$ cat config.mk
export PLATFORM = sky130hd
export DESIGN_NAME = countdown_timer_with_alarm
export DESIGN_NICKNAME = d
export VERILOG_FILES = /design/src/rtl/countdown_timer_with_alarm_pkg.sv /design/src/rtl/countdown_timer_with_alarm_bcd_down_counter.sv /design/src/rtl/countdown_timer_with_alarm.sv
export SDC_FILE = /design/constraint.sdc
export NUM_CORES = 1
export LEC_CHECK = 0
export ABC_AREA = 1
export CAP_MARGIN = 15
export CORE_MARGIN = 8
export CORE_UTILIZATION = 59
export CTS_CLUSTER_SIZE = 24
export DETAILED_ROUTE_END_ITERATION = 12
export PLACE_DENSITY = 0.8
export SETUP_SLACK_MARGIN = 0.3
export SKIP_CTS_REPAIR_TIMING = 1
export SLEW_MARGIN = 20
export SYNTH_ARGS = -nofsm -noshare
export SYNTH_HDL_FRONTEND = slang
export SYNTH_SLANG_ARGS = --single-unit
$ cat constraint.sdc
create_clock -name clk -period 2.8 [get_ports clk]
set_input_delay 0.42 -clock clk [delete_from_list [all_inputs] [get_ports clk]]
set_output_delay 0.42 -clock clk [all_outputs]
set_load 0.01 [all_outputs]
$ cat src/rtl/countdown_timer_with_alarm_pkg.sv
// Shared definitions for the mm:ss countdown timer.
//   - FSM state encodings (also driven onto the 3-bit state output)
//   - command codes carried on {switch2, switch1, switch0}
//   - BCD digit type and digit limits
//   - small BCD / 7-segment helper functions
package countdown_timer_with_alarm_pkg;

    typedef enum logic [2:0] {
        S_IDLE  = 3'b000,
        S_RUN   = 3'b001,
        S_PAUSE = 3'b010,
        S_SET   = 3'b011,
        S_DONE  = 3'b100
    } state_t;

    typedef logic [2:0] cmd_t;

    localparam cmd_t CMD_IDLE  = 3'b000;
    localparam cmd_t CMD_RUN   = 3'b001;
    localparam cmd_t CMD_PAUSE = 3'b010;
    localparam cmd_t CMD_CLEAR = 3'b011;
    localparam cmd_t CMD_SET   = 3'b100;

    typedef logic [3:0] bcd_t;

    localparam bcd_t MAX_TENS  = 4'd5;
    localparam bcd_t MAX_UNITS = 4'd9;

    // Tens digit of a 0..99 integer (used to build preset constants).
    function automatic bcd_t tens_of(input int unsigned v);
        return bcd_t'((v / 32'd10) % 32'd10);
    endfunction

    // Units digit of a 0..99 integer.
    function automatic bcd_t units_of(input int unsigned v);
        return bcd_t'(v % 32'd10);
    endfunction

    // Increment a two-digit BCD field that wraps 59 -> 00.
    // Result is {tens, units}.
    function automatic logic [7:0] bcd_inc59(input bcd_t tens, input bcd_t units);
        if (units != MAX_UNITS) begin
            return {tens, units + 4'd1};
        end else if (tens != MAX_TENS) begin
            return {tens + 4'd1, 4'd0};
        end else begin
            return 8'h00;
        end
    endfunction

    // Active-high 7-segment pattern, bit order {g,f,e,d,c,b,a}.
    function automatic logic [6:0] seg_encode(input bcd_t d);
        case (d)
            4'd0:    return 7'h3F;
            4'd1:    return 7'h06;
            4'd2:    return 7'h5B;
            4'd3:    return 7'h4F;
            4'd4:    return 7'h66;
            4'd5:    return 7'h6D;
            4'd6:    return 7'h7D;
            4'd7:    return 7'h07;
            4'd8:    return 7'h7F;
            4'd9:    return 7'h6F;
            default: return 7'h00;
        endcase
    endfunction

endpackage

$ cat src/rtl/countdown_timer_with_alarm_bcd_down_counter.sv
// bcd_down_counter: 4-digit mm:ss BCD counter plus its load register.
//   clk, rst          : clock, asynchronous active-low reset
//   dec               : decrement the count by one second (never below 00:00)
//   inc_min / inc_sec : bump the load register minutes / seconds (each wraps 59->00,
//                       no carry between the fields)
//   load              : copy the load register into the count
//   cnt_*             : current count digits
//   ld_*              : load register digits
//   zero              : count is 00:00
//   last              : count is 00:01, i.e. the next decrement reaches 00:00
// Reset puts both the count and the load register at PRESET_MIN:PRESET_SEC.
module bcd_down_counter
    import countdown_timer_with_alarm_pkg::*;
#(
    parameter int unsigned PRESET_MIN = 5,
    parameter int unsigned PRESET_SEC = 0
) (
    input  logic clk,
    input  logic rst,
    input  logic dec,
    input  logic inc_min,
    input  logic inc_sec,
    input  logic load,
    output bcd_t cnt_min_t,
    output bcd_t cnt_min_u,
    output bcd_t cnt_sec_t,
    output bcd_t cnt_sec_u,
    output bcd_t ld_min_t,
    output bcd_t ld_min_u,
    output bcd_t ld_sec_t,
    output bcd_t ld_sec_u,
    output logic zero,
    output logic last
);

    localparam bcd_t P_MT = tens_of(PRESET_MIN);
    localparam bcd_t P_MU = units_of(PRESET_MIN);
    localparam bcd_t P_ST = tens_of(PRESET_SEC);
    localparam bcd_t P_SU = units_of(PRESET_SEC);

    bcd_t cnt_mt_r, cnt_mu_r, cnt_st_r, cnt_su_r;
    bcd_t ld_mt_r, ld_mu_r, ld_st_r, ld_su_r;
    bcd_t dec_mt_s, dec_mu_s, dec_st_s, dec_su_s;
    logic zero_s;

    assign zero_s = (cnt_mt_r == 4'd0) && (cnt_mu_r == 4'd0) &&
                    (cnt_st_r == 4'd0) && (cnt_su_r == 4'd0);

    // Borrow chain for one-second decrement; holds at 00:00.
    always_comb begin
        dec_mt_s = cnt_mt_r;
        dec_mu_s = cnt_mu_r;
        dec_st_s = cnt_st_r;
        dec_su_s = cnt_su_r;
        if (zero_s) begin
            dec_su_s = cnt_su_r;
        end else if (cnt_su_r != 4'd0) begin
            dec_su_s = cnt_su_r - 4'd1;
        end else begin
            dec_su_s = MAX_UNITS;
            if (cnt_st_r != 4'd0) begin
                dec_st_s = cnt_st_r - 4'd1;
            end else begin
                dec_st_s = MAX_TENS;
                if (cnt_mu_r != 4'd0) begin
                    dec_mu_s = cnt_mu_r - 4'd1;
                end else begin
                    // Non-zero count with all lower digits zero: min_t is >= 1 here.
                    dec_mu_s = MAX_UNITS;
                    dec_mt_s = cnt_mt_r - 4'd1;
                end
            end
        end
    end

    // Count register: load has priority over decrement.
    always_ff @(posedge clk or negedge rst) begin
        if (!rst) begin
            cnt_mt_r <= P_MT;
            cnt_mu_r <= P_MU;
            cnt_st_r <= P_ST;
            cnt_su_r <= P_SU;
        end else if (load) begin
            cnt_mt_r <= ld_mt_r;
            cnt_mu_r <= ld_mu_r;
            cnt_st_r <= ld_st_r;
            cnt_su_r <= ld_su_r;
        end else if (dec) begin
            cnt_mt_r <= dec_mt_s;
            cnt_mu_r <= dec_mu_s;
            cnt_st_r <= dec_st_s;
            cnt_su_r <= dec_su_s;
        end
    end

    // Load register: independent minute and second fields, each wrapping at 59.
    always_ff @(posedge clk or negedge rst) begin
        if (!rst) begin
            ld_mt_r <= P_MT;
            ld_mu_r <= P_MU;
            ld_st_r <= P_ST;
            ld_su_r <= P_SU;
        end else begin
            if (inc_sec) begin
                {ld_st_r, ld_su_r} <= bcd_inc59(ld_st_r, ld_su_r);
            end
            if (inc_min) begin
                {ld_mt_r, ld_mu_r} <= bcd_inc59(ld_mt_r, ld_mu_r);
            end
        end
    end

    assign cnt_min_t = cnt_mt_r;
    assign cnt_min_u = cnt_mu_r;
    assign cnt_sec_t = cnt_st_r;
    assign cnt_sec_u = cnt_su_r;
    assign ld_min_t  = ld_mt_r;
    assign ld_min_u  = ld_mu_r;
    assign ld_sec_t  = ld_st_r;
    assign ld_sec_u  = ld_su_r;
    assign zero      = zero_s;
    assign last      = (cnt_mt_r == 4'd0) && (cnt_mu_r == 4'd0) &&
                       (cnt_st_r == 4'd0) && (cnt_su_r == 4'd1);

endmodule

$ cat src/rtl/countdown_timer_with_alarm.sv
// countdown_timer_with_alarm: mm:ss countdown timer with alarm.
// Loads a preset, counts down once per tick to 00:00, then raises alarm.
//   clk          : system clock (single domain, no derived clocks)
//   rst          : asynchronous active-low reset
//   switch0..2   : command word {switch2,switch1,switch0}, synchronised internally
//   btn_min/sec  : load-register increment buttons, effective in SET only
//   seg1..seg4   : registered 7-seg patterns: sec units, sec tens, min units, min tens
//   state        : current FSM state
//   alarm        : countdown expired
//   led          : heartbeat, toggles on every tick
// Build option: define ALARM_BLINK_EN to make the alarm toggle on every tick while
// in DONE (starting at 1 on entry); otherwise alarm is steady 1 in DONE.
module countdown_timer_with_alarm
    import countdown_timer_with_alarm_pkg::*;
#(
    parameter int unsigned CLK_HZ     = 50_000_000,
    parameter int unsigned TICK_HZ    = 1,
    parameter int unsigned PRESET_MIN = 5,
    parameter int unsigned PRESET_SEC = 0
) (
    input  logic       clk,
    input  logic       rst,
    input  logic       switch0,
    input  logic       switch1,
    input  logic       switch2,
    input  logic       btn_min,
    input  logic       btn_sec,
    output logic [6:0] seg1,
    output logic [6:0] seg2,
    output logic [6:0] seg3,
    output logic [6:0] seg4,
    output logic [2:0] state,
    output logic       alarm,
    output logic       led
);

    localparam int unsigned DIV = CLK_HZ / TICK_HZ;
    localparam int unsigned PW  = (DIV > 1) ? $clog2(DIV) : 1;
    localparam logic [PW-1:0] PRESC_MAX = PW'(DIV - 1);

    localparam bcd_t P_MT = tens_of(PRESET_MIN);
    localparam bcd_t P_MU = units_of(PRESET_MIN);
    localparam bcd_t P_ST = tens_of(PRESET_SEC);
    localparam bcd_t P_SU = units_of(PRESET_SEC);

    logic [4:0]    meta_r, sync_r;
    logic [1:0]    btn_prev_r;
    cmd_t          cmd_s;
    logic          min_rise_s, sec_rise_s;

    state_t        state_r, state_nx_s;
    logic [PW-1:0] presc_r;
    logic          tick_s;
    logic          dec_s, load_s, inc_min_s, inc_sec_s;
    logic          alarm_r, led_r;

    bcd_t          cnt_mt_s, cnt_mu_s, cnt_st_s, cnt_su_s;
    bcd_t          ld_mt_s, ld_mu_s, ld_st_s, ld_su_s;
    logic          zero_s, last_s;
    bcd_t          dsp_mt_s, dsp_mu_s, dsp_st_s, dsp_su_s;
    logic [6:0]    seg1_s, seg2_s, seg3_s, seg4_s;
    logic [6:0]    seg1_r, seg2_r, seg3_r, seg4_r;

    // Two-flop synchroniser on every pin, plus previous-value flops for button edges.
    always_ff @(posedge clk or negedge rst) begin
        if (!rst) begin
            meta_r     <= 5'd0;
            sync_r     <= 5'd0;
            btn_prev_r <= 2'd0;
        end else begin
            meta_r     <= {btn_sec, btn_min, switch2, switch1, switch0};
            sync_r     <= meta_r;
            btn_prev_r <= sync_r[4:3];
        end
    end

    assign cmd_s      = sync_r[2:0];
    assign min_rise_s = sync_r[3] & ~btn_prev_r[0];
    assign sec_rise_s = sync_r[4] & ~btn_prev_r[1];
    assign tick_s     = (presc_r == PRESC_MAX);

    // FSM state register.
    always_ff @(posedge clk or negedge rst) begin
        if (!rst) begin
            state_r <= S_IDLE;
        end else begin
            state_r <= state_nx_s;
        end
    end

    // Next-state and counter controls. In RUN a pause/clear command suppresses
    // a coincident tick.
    always_comb begin
        state_nx_s = state_r;
        dec_s      = 1'b0;
        load_s     = 1'b0;
        inc_min_s  = 1'b0;
        inc_sec_s  = 1'b0;
        case (state_r)
            S_IDLE: begin
                if ((cmd_s == CMD_RUN) && !zero_s) begin
                    state_nx_s = S_RUN;
                end else if (cmd_s == CMD_SET) begin
                    state_nx_s = S_SET;
                end else begin
                    state_nx_s = S_IDLE;
                end
            end
            S_RUN: begin
                if (cmd_s == CMD_PAUSE) begin
                    state_nx_s = S_PAUSE;
                end else if (cmd_s == CMD_CLEAR) begin
                    state_nx_s = S_IDLE;
                    load_s     = 1'b1;
                end else if (tick_s) begin
                    dec_s      = 1'b1;
                    state_nx_s = last_s ? S_DONE : S_RUN;
                end else begin
                    state_nx_s = S_RUN;
                end
            end
            S_PAUSE: begin
                if (cmd_s == CMD_RUN) begin
                    state_nx_s = S_RUN;
                end else if (cmd_s == CMD_CLEAR) begin
                    state_nx_s = S_IDLE;
                    load_s     = 1'b1;
                end else begin
                    state_nx_s = S_PAUSE;
                end
            end
            S_SET: begin
                inc_min_s = min_rise_s;
                inc_sec_s = sec_rise_s;
                if (cmd_s == CMD_IDLE) begin
                    state_nx_s = S_IDLE;
                    load_s     = 1'b1;
                end else begin
                    state_nx_s = S_SET;
                end
            end
            S_DONE: begin
                if (cmd_s == CMD_CLEAR) begin
                    state_nx_s = S_IDLE;
                    load_s     = 1'b1;
                end else begin
                    state_nx_s = S_DONE;
                end
            end
            default: begin
                state_nx_s = S_IDLE;
            end
        endcase
    end

    // Tick prescaler; restarts on entry to RUN so the first decrement is a full period away.
    always_ff @(posedge clk or negedge rst) begin
        if (!rst) begin
            presc_r <= '0;
        end else if ((state_r != S_RUN) && (state_nx_s == S_RUN)) begin
            presc_r <= '0;
        end else if (tick_s) begin
            presc_r <= '0;
        end else begin
            presc_r <= presc_r + PW'(1);
        end
    end

    // Heartbeat LED toggles on every tick regardless of state.
    always_ff @(posedge clk or negedge rst) begin
        if (!rst) begin
            led_r <= 1'b0;
        end else if (tick_s) begin
            led_r <= ~led_r;
        end
    end

    // Alarm output, registered against the next state so it rises with DONE.
    always_ff @(posedge clk or negedge rst) begin
        if (!rst) begin
            alarm_r <= 1'b0;
        end else begin
`ifdef ALARM_BLINK_EN
            if (state_nx_s != S_DONE) begin
                alarm_r <= 1'b0;
            end else if (state_r != S_DONE) begin
                alarm_r <= 1'b1;
            end else if (tick_s) begin
                alarm_r <= ~alarm_r;
            end
`else
            alarm_r <= (state_nx_s == S_DONE);
`endif
        end
    end

    bcd_down_counter #(
        .PRESET_MIN (PRESET_MIN),
        .PRESET_SEC (PRESET_SEC)
    ) u_counter (
        .clk       (clk),
        .rst       (rst),
        .dec       (dec_s),
        .inc_min   (inc_min_s),
        .inc_sec   (inc_sec_s),
        .load      (load_s),
        .cnt_min_t (cnt_mt_s),
        .cnt_min_u (cnt_mu_s),
        .cnt_sec_t (cnt_st_s),
        .cnt_sec_u (cnt_su_s),
        .ld_min_t  (ld_mt_s),
        .ld_min_u  (ld_mu_s),
        .ld_sec_t  (ld_st_s),
        .ld_sec_u  (ld_su_s),
        .zero      (zero_s),
        .last      (last_s)
    );

    // Display source: the load register while editing, the live count otherwise.
    always_comb begin
        dsp_mt_s = cnt_mt_s;
        dsp_mu_s = cnt_mu_s;
        dsp_st_s = cnt_st_s;
        dsp_su_s = cnt_su_s;
        if (state_r == S_SET) begin
            dsp_mt_s = ld_mt_s;
            dsp_mu_s = ld_mu_s;
            dsp_st_s = ld_st_s;
            dsp_su_s = ld_su_s;
        end else begin
            dsp_mt_s = cnt_mt_s;
            dsp_mu_s = cnt_mu_s;
            dsp_st_s = cnt_st_s;
            dsp_su_s = cnt_su_s;
        end
    end

    time_display u_time_display (
        .sec_u (dsp_su_s),
        .sec_t (dsp_st_s),
        .min_u (dsp_mu_s),
        .min_t (dsp_mt_s),
        .seg1  (seg1_s),
        .seg2  (seg2_s),
        .seg3  (seg3_s),
        .seg4  (seg4_s)
    );

    // Segment output registers; reset shows the preset.
    always_ff @(posedge clk or negedge rst) begin
        if (!rst) begin
            seg1_r <= seg_encode(P_SU);
            seg2_r <= seg_encode(P_ST);
            seg3_r <= seg_encode(P_MU);
            seg4_r <= seg_encode(P_MT);
        end else begin
            seg1_r <= seg1_s;
            seg2_r <= seg2_s;
            seg3_r <= seg3_s;
            seg4_r <= seg4_s;
        end
    end

    assign seg1  = seg1_r;
    assign seg2  = seg2_r;
    assign seg3  = seg3_r;
    assign seg4  = seg4_r;
    assign state = state_r;
    assign alarm = alarm_r;
    assign led   = led_r;

endmodule

// time_display: combinational BCD-to-7-segment decode of the four mm:ss digits.
module time_display
    import countdown_timer_with_alarm_pkg::*;
(
    input  bcd_t       sec_u,
    input  bcd_t       sec_t,
    input  bcd_t       min_u,
    input  bcd_t       min_t,
    output logic [6:0] seg1,
    output logic [6:0] seg2,
    output logic [6:0] seg3,
    output logic [6:0] seg4
);
    assign seg1 = seg_encode(sec_u);
    assign seg2 = seg_encode(sec_t);
    assign seg3 = seg_encode(min_u);
    assign seg4 = seg_encode(min_t);
endmodule
==> results.yml, run 1 <==
grt:
  grt-ovfl-total: 0
  antenna_found_initial: 0
  grt_pass1_wl_um: 19610
  grt_pass1_vias: 4395
  grt_use_total: 0.1841
  grt_max_degree: 51
route:
  drtAntennaViolNets: 0
  finalWirelength_um: 11320
  vias: 4538
  drt-wirelength-per-cell_um: 12.97
  drc_errors: 0
  viasPerCell: 5.198
  drt_iter0_drc: 273
  firstDrtPassIters: 5
timing:
  fmax_ghz: 0.4390
  slew_headroom: 0.5778
  finalCritPeriodShare: 0.8135
  skew_ns: 0.01403
  slew_violations: 0
  fin_ws_ns: 0.5221
  min_period_ns: 2.278
  tightestPinTransition_ns: 0.6291
  final-hold-violation-count: 0
  setup_viol: 0
  rsz0062_at_grt: "no"
  fin_setup_tns_ns: 0
finish:
  n_antenna_cell: 0
  multi_input_area_mm2: 0.002645
  area_growth_pct: 12.43
  nNetsFinal: 773
  ff_latch_area_mm2: 0.002611
  postLayoutCellArea_mm2: 0.006337
  fillers: 780
  drive_above_1_share: 0.1075
setup_path:
  slowest_delay_ns: 0.46
  reg2reg_slack_ns: 0.52
  path_cells: "inv_2, nand3_4, o21ai_2, inv_1, ha_1, or2_2, a31oi_1"
  worst_r2r_endpoint: "seg3[3]"
  reg2regPathDepth: 7
  critPathMaxFanout: 35
  worstSetupPathType: "reg2reg"
  regToRegStartpoint: "state[2]"
  arrival_ns: 2.56
  cp_slowest_cell: "dfrtp_1"
  cp-start-kind: "flop"
  cp-end-kind: "flop"
  required_ns: 3.08
floorplanning:
  die_h_um: 113.7
  pin_count: 40
  rows: 35
  die_area_mm2: 0.01294
  core_area_mm2: 0.009240
  start_util: 0.6100
  die_w_um: 113.7
cts:
  cts_buffers: 9
  cts_root_buffer: "clkbuf_8"
  cts.sinks: 103
  cts_buffer_depth: 2
  clk_pin_slew_worst_paths_ns: 0.11
  cts.htree.levels: 3
  clkLatencyLatePin_ns: 0.36
  cts_tree: "yes"
hold_path:
  hp-class: "in2async"
placed_design:
  place_area_mm2: 0.006158
  gp_congestion: 0.8662
  preCtsSetupSlack_ns: 0.4537
  numPortBuffers: 39
  hpwl_um: 8592
synth:
  yosysUniqueCellTypes: 42
  synth_flop_cell: "dfrtp_1"
  async_reset_ff_frac: 1.000
  syn_avg_cell_area_um2: 8.134
  ys_warn_count: 0
  synth_edf_count: 0
  synthesis.area_mm2: 0.005637
  syn-instance-count: 693
  synth_nets: 727
  ys_seq_area_frac: 0.4633
  synth_seq_cells: 103
power_and_ir_drop:
  vdd_drop_max_mv: 0.4571
  powerDensity_mw_per_mm2: 971.6
  total_power_mw: 6.157
  p_leak_nw: 3.104
run:
  maxCapViolations: 0
status:
  status: "finished, final reports clean"
-- logic make-up (layout without fill, tap and decap cells) --
kind of cell / count (synthesis) / in the layout / share of synthesized area
AO/OA/AOI/OAI: 84 / 84 / 0.08568
XOR/XNOR: 27 / 27 / 0.04195
adder cells (fa/ha/maj): 27 / 27 / 0.05993
buffers and inverters: 90 / 141 / 0.06881
flip-flops: 103 / 103 / 0.4633
multiplexers: 1 / 1 / 0.001776
AND/OR/NAND/NOR: 361 / 361 / 0.2786
-- critical path: cells and delay by family (launching register included) --
kind                       cells  cell delay [ns]
and+or+nand+nor                2             0.63
AOI/OAI and AO/OA              2             0.52
DFF                            1             0.46
adders and majority gates      1             0.29
buffers and inverters          2             0.28
-- how the worst max path moves through the flow --
| stage | startpoint | endpoint | slack, ns | cells after the start |
|---|---|---|---|---|
| 2_1_floorplan | state[2] | seg2[6] | 0.65 | 10 |
| 3_3_place_gp | state[2] | seg3[3] | 0.55 | 7 |
| 3_5_place_dp | state[2] | seg3[3] | 0.45 | 7 |
| 4_1_cts | state[2] | seg3[3] | 0.39 | 7 |
| 5_1_grt | state[2] | seg3[3] | 0.30 | 7 |
| 6_report | state[2] | seg3[3] | 0.52 | 7 |
-- registers in the layout, indices dropped and copies added (netlist names) --
name                 flops
seg4                     7
u_counter.cnt_sec_u      4
btn_prev_r               2
u_counter.ld_min_t       4
seg3                     7
led                      1
state                    3
u_counter.cnt_min_t      4
seg2                     7
presc_r                 26
u_counter.ld_min_u       4
meta_r                   5
seg1                     7
u_counter.cnt_sec_t      4
u_counter.ld_sec_u       4
alarm                    1
u_counter.ld_sec_t       4
u_counter.cnt_min_u      4
sync_r                   5
-- cell usage after synthesis, types with 4 or more instances --
| master | number | share of area |
|---|---|---|
| ha_1 | 27 | 0.060 |
| nor2_1 | 77 | 0.051 |
| nand3_1 | 35 | 0.031 |
| o21ai_0 | 36 | 0.032 |
| nand2_1 | 198 | 0.13 |
| dfrtp_1 | 76 | 0.34 |
| a31oi_1 | 5 | 0.0055 |
| nand4_1 | 11 | 0.012 |
| inv_1 | 76 | 0.051 |
| dfstp_2 | 27 | 0.13 |
| buf_4 | 5 | 0.0067 |
| a21oi_1 | 12 | 0.011 |
| xor2_1 | 24 | 0.037 |
| o21ai_2 | 4 | 0.0062 |
| or2_1 | 4 | 0.0044 |
| o21ai_1 | 17 | 0.015 |
| nor3_1 | 14 | 0.012 |
| or2_2 | 8 | 0.0089 |
-- power by group --
group	switching [mW]	leakage (nW)	internal (mW)
registers	0.285	1.27	2.04
logic	1.78	1.74	1.20
clock network	0.519	0.0875	0.331
total	2.59	3.10	3.57
-- through the flow --
step,util,std cells,hold slack (ns)
final,0.6859,873,0.07763
after global routing,0.6859,873,0.1235
after CTS,0.6850,873,0.09050
after detailed placement,0.6665,857,0.3347
after global placement,0.6665,857,0.3313
after floorplan,-,693,0.1244
-- metal layers --
layer / up-vias / global-route usage / share of wire
met5: - / 0 / 0
met4: 0 / 0.06483 / 0.021
met3: 19 / 0.03381 / 0.040
met2: 93 / 0.3227 / 0.50
met1: 2141 / 0.2214 / 0.44
li1: 2285 / - / -
-- cell type report --
| class | count | area share |
|---|---|---|
| multi-input combinational | 500 | 0.4174 |
| sequential | 103 | 0.4120 |
| timing repair buffer | 45 | 0.07029 |
| inverter | 80 | 0.04778 |
| tap | 129 | 0.02547 |
| clock buffer | 10 | 0.02014 |
| clock inverter | 6 | 0.006910 |
-- placed cells by master (no fill, tap or decap), types with 2 or more instances in the layout --
cell type	instances
xor2_1	24
nand3_1	35
inv_6	3
nor2_2	2
xnor2_1	3
o21ai_0	35
a21oi_1	12
nand4_1	11
a31oi_1	5
or2_1	4
clkdlybuf4s50_1	38
nor4_1	2
a22oi_1	3
nor2_1	77
inv_2	3
nor3_1	14
dfstp_2	27
buf_4	6
clkinv_2	2
dfrtp_1	76
clkbuf_8	9
nand3_4	2
o21ai_2	6
nand2_1	198
nand2_2	2
nand2_4	2
or2_2	8
inv_1	76
o21ai_1	16
ha_1	27
Power figures use the tool's default switching activity.
==> inputs of run 2 (changes only) <==
- clock period: 2.8 -> 2.25 ns (I/O delays scaled with it)
==> run 2 against run 1 <==
Routed wire length up 11%. Largest power group unchanged. Combinational power up 39%. Clock-buffer cell count unchanged. Clock power up 31%. Via count up 6.5%. Setup slack worse by 0.18 ns. Clock skew down 0.0052 ns. Die area unchanged. The flow now finishes with violations (negative hold slack). First-iteration DRC count up 21%. Sequential power up 24%.
==> results.yml, run 2 (synthesis results as in run 1) <==
setup_path:
  worstSetupPathType: "reg2reg"
  cp_slowest_cell: "dfrtp_2"
  critPathMostFrequentCell: "nand2_1"
  cp-start-kind: "flop"
  cp-end-kind: "flop"
  required_ns: 2.55
  cp_top_family: "simple AND/OR/NAND/NOR gates"
  critPathMaxFanout: 6
  arrival_ns: 2.21
  path_cells: "inv_4, nand3_4, buf_6, o21ai_4, inv_2, ha_1, or2_2, o21ai_0, nand2_1, nand2_1"
  slowest_delay_ns: 0.45
  cp.buffers_inverters: 3
timing:
  fmax_ghz: 0.5240
  holdWs_ns: -0.01211
  finalCritPeriodShare: 0.8481
  slew_headroom: 0.5492
  final-hold-violation-count: 8
  tightestPinTransition_ns: 0.6761
  fin_setup_tns_ns: 0
  skew_ns: 0.008786
  setup_viol: 0
  min_period_ns: 1.908
  slew_violations: 0
  rsz0062_at_grt: "yes"
floorplanning:
  die_h_um: 113.7
  pin_count: 40
  die_area_mm2: 0.01294
  start_util: 0.6100
  rows: 35
  core_area_mm2: 0.009240
  die_w_um: 113.7
status:
  status: "complete, but fails checks"
  violations: "negative hold slack"
power_and_ir_drop:
  powerDensity_mw_per_mm2: 1220
  p_leak_nw: 3.230
  vdd_drop_max_mv: 0.9508
finish:
  postLayoutCellArea_mm2: 0.006684
  n_antenna_cell: 0
  area_growth_pct: 18.58
  nNetsFinal: 795
  largest_reg_flops: 26
  layout_commonest_cell: "nand2_1"
  drive_above_1_share: 0.1762
  top_register: "presc_r"
  fin_cells: 895
  mostFrequentLayoutCells: "192 x nand2_1, 73 x dfrtp_1, 70 x nor2_1, 69 x inv_1, 38 x clkdlybuf4s50_1"
grt:
  grt_pass1_vias: 4441
  grt_pass1_wl_um: 20610
  grt_use_met1: 0.2671
  grt-ovfl-total: 0
  grt_use_total: 0.1928
  antenna_found_initial: 0
  grt.busiest_layer: "met2"
  met3_usage: 0.04068
  grt_max_degree: 51
  grtUsageMet2: 0.2994
placed_design:
  gp_congestion: 0.8983
  numPortBuffers: 39
  dp.cells: 861
  hpwl_um: 8766
  place_area_mm2: 0.006208
run:
  maxCapViolations: 0
route:
  vias: 4832
  drtAntennaViolNets: 0
  drt_iter0_drc: 331
  viasPerCell: 5.399
  drc_errors: 0
  firstDrtPassIters: 5
  drt-wirelength-per-cell_um: 14.06
  finalWirelength_um: 12580
cts:
  cts_tree: "yes"
  cts_root_buffer: "clkbuf_8"
  cts_buffers: 9
  cts_buffer_depth: 2
  cts.htree.levels: 3
  cts.sinks: 103
  clkLatencyLatePin_ns: 0.36
  clk_pin_slew_worst_paths_ns: 0.10
hold_path:
  hp-class: "in2async"
run 2: changes by cell type in the layout (fill, tap and decap cells not counted), sizes merged:
cell,delta
nand3,+1
inv,-1
clkinv,+1
buf,+21
run 2: cell type report:
cell class	count	area (µm²)
Clock buffer	10	148.9
Clock inverter	6	40.04
Fill cell	677	2556
Inverter	80	311.5
Multi-Input combinational cell	501	2791
Sequential cell	103	2615
Tap cell	129	161.4
Timing Repair Buffer	66	615.6
run 2: path summary, 6_finish.rpt:
check	to	depth (start not counted)	slack, ns	from
hold / removal	seg1[6]	1	-0.01	rst
setup / recovery	seg2[6]	10	0.34	state[2]
max in group asynchronous	seg2[4]	2	1.57	rst
setup reg to reg	seg2[6]	10	0.34	state[2]
hold reg to reg	sync_r[0]	0	0.36	meta_r[0]
min in group clk	sync_r[0]	0	0.36	meta_r[0]
run 2: routing by layer:
metal  part of all wire  up-vias
met4              0.013        0
met1               0.46     2280
met3              0.073       16
li1                   -     2349
met5                  0        -
met2               0.46      187
run 2: power breakdown:
group | total, mW | internal, mW | leakage [nW] | switching [mW]
clock | 1.11 | 0.474 | 0.102 | 0.636
combinational | 4.14 | 1.70 | 1.86 | 2.44
sequential | 2.90 | 2.55 | 1.27 | 0.359
run 2: stage by stage:
step	util	worst slack (ns)	total power, mW
floorplan	-	0.2981	5.484
global placement	0.6719	0.1685	6.506
detailed placement	0.6719	0.08373	6.690
CTS	0.6923	0.05685	7.826
global route	0.7234	0.2171	8.861
finish	0.7234	0.3418	8.157
==> inputs of run 3 (changes only) <==
- CORE_UTILIZATION: 59 -> 53
- PLACE_DENSITY: 0.8 -> 0.76
- clock period: 2.25 -> 1.7 ns (I/O delays scaled with it)
==> run 3 against run 2 <==
The flow finishes with violations (negative setup slack). Setup slack got worse by 0.62 ns. Routed wire length increased by 64%. Worst hold slack improved by 0.29 ns. Highest routed layer unchanged. Die area increased by 9.7%. Clock skew increased by 0.012 ns. Clock-buffer cell count increased by 2. Global-route usage about the same. Design area increased by 36%.
==> results.yml, run 3 (synthesis results as in run 1) <==
setup_path:
  cp-end-kind: "flop"
  cp_slowest_cell: "dfrtp_2"
  required_ns: 2.00
  arrival_ns: 2.28
  path_cells: "inv_2, nand3_4, buf_12, buf_12, clkinv_8, nand2_8, buf_6, nor3_4, nand2_1, o21ai_1, a21oi_1"
  reg2reg_slack_ns: -0.28
  cp-start-kind: "flop"
  worstSetupPathType: "reg2reg"
  critPathMaxFanout: 7
  slowest_delay_ns: 0.42
  critPathMostFrequentCell: "buf_12"
finish:
  fin_cells: 1020
  final_core_util: 0.8787
  layout_commonest_cell: "nand2_1"
  largest_reg_flops: 26
  area_growth_pct: 60.93
  drive_above_1_share: 0.4751
  top_register: "presc_r"
  n_antenna_cell: 0
  nNetsFinal: 913
  mostFrequentLayoutCells: "142 x nand2_1, 93 x buf_4, 73 x dfrtp_1, 55 x inv_1, 41 x nor2_1"
route:
  firstDrtPassIters: 5
  finalWirelength_um: 20590
  vias: 5903
  drc_errors: 0
  drtAntennaViolNets: 0
  drt-wirelength-per-cell_um: 20.18
  drt_iter0_drc: 492
  viasPerCell: 5.787
hold_path:
  hp-class: "in2reg"
grt:
  grt_max_degree: 34
  grt-ovfl-total: 0
  grtUsageMet2: 0.3414
  grt_pass1_vias: 5136
  grt_use_total: 0.1929
  antenna_found_initial: 0
  grt_pass1_wl_um: 22750
  grt.busiest_layer: "met2"
  met3_usage: 0.05432
  grt_use_met1: 0.2194
timing:
  skew_ns: 0.02072
  final-hold-violation-count: 0
  fin_ws_ns: -0.2752
  min_period_ns: 1.975
  finalCritPeriodShare: 1.162
  fmax_ghz: 0.5063
  setup_viol: 51
  tightestPinTransition_ns: 0.4490
  slew_headroom: 0.6975
  holdWs_ns: 0.2792
  slew_violations: 0
  rsz0062_at_grt: "yes"
cts:
  cts_buffers: 9
  clkLatencyLatePin_ns: 0.42
  cts.htree.levels: 3
  cts_tree: "yes"
  cts_root_buffer: "clkbuf_8"
  clk_pin_slew_worst_paths_ns: 0.11
  cts.sinks: 103
  cts_buffer_depth: 2
placed_design:
  numPortBuffers: 39
  preCtsSetupSlack_ns: -0.08495
  gp_congestion: 0.8704
  hpwl_um: 10070
  dp.cells: 953
floorplanning:
  die_w_um: 119.1
  pin_count: 40
  rows: 37
  core_area_mm2: 0.01032
  die_h_um: 119.1
  die_area_mm2: 0.01419
  start_util: 0.5460
power_and_ir_drop:
  vdd_drop_max_mv: 1.439
  powerDensity_mw_per_mm2: 1666
  p_leak_nw: 4.439
status:
  violations: "negative setup slack"
  status: "complete, but fails checks"
run:
  maxCapViolations: 0
-- run 3: changes by cell type in the layout (fill, tap and decap cells not counted), sizes merged, moves of 3 or more --
cell,delta
inv,-4
dlymetal6s2s,+30
clkinv,+3
clkdlybuf4s50,-33
clkbuf,+4
buf,+116
-- run 3: where the power goes --
group	internal, mW	leakage, nW	switching [mW]
Clock	0.694	0.0952	0.911
Sequential	3.37	1.27	0.495
Combinational	4.32	3.07	5.33
Total	8.38	4.44	6.74
-- run 3: worst paths after layout --
kind / cells after the start / to / start
setup / recovery: 11 / u_counter.ld_min_u[3] / state[2]
hold / removal: 1 / meta_r[4] / btn_sec
setup reg to reg: 11 / u_counter.ld_min_u[3] / state[2]
hold reg to reg: 0 / sync_r[1] / meta_r[1]
max in group asynchronous: 3 / presc_r[14] / rst
min in group asynchronous: 2 / u_counter.cnt_min_u[1] / rst
-- run 3: stage by stage --
stage	setup TNS [ns]	power, mW	instance area, µm²
after floorplan	-2.123	7.729	5901
after global placement	-0.04141	9.913	7129
final	-5.034	15.11	9071
after global routing	-9.117	15.93	9071
after detailed placement	-0.5351	10.21	7129
after CTS	-1.951	11.80	7321
-- run 3: cell type report --
| type | instances | area [µm²] |
|---|---|---|
| Multi-Input combinational cell | 502 | 3867 |
| Sequential cell | 103 | 2615 |
| Timing Repair Buffer | 182 | 1858 |
| Fill cell | 441 | 1252 |
| Inverter | 80 | 352.8 |
| Tap cell | 136 | 170.2 |
| Clock buffer | 12 | 135.1 |
| Clock inverter | 4 | 56.30 |
| Timing Repair inverter | 1 | 16.27 |
-- run 3: worst max-delay path: cells and delay by family (launching register included) --
kind,cells,cell delay [ns]
compound gates,2,0.25
simple gates,4,0.56
buf+inv,5,0.61
flops,1,0.42
-- run 3: per-layer routing --
metal	part of all wire	up-vias
met5	0	-
met1	0.36	2879
li1	-	2581
met4	0.059	0
met3	0.061	125
met2	0.52	318
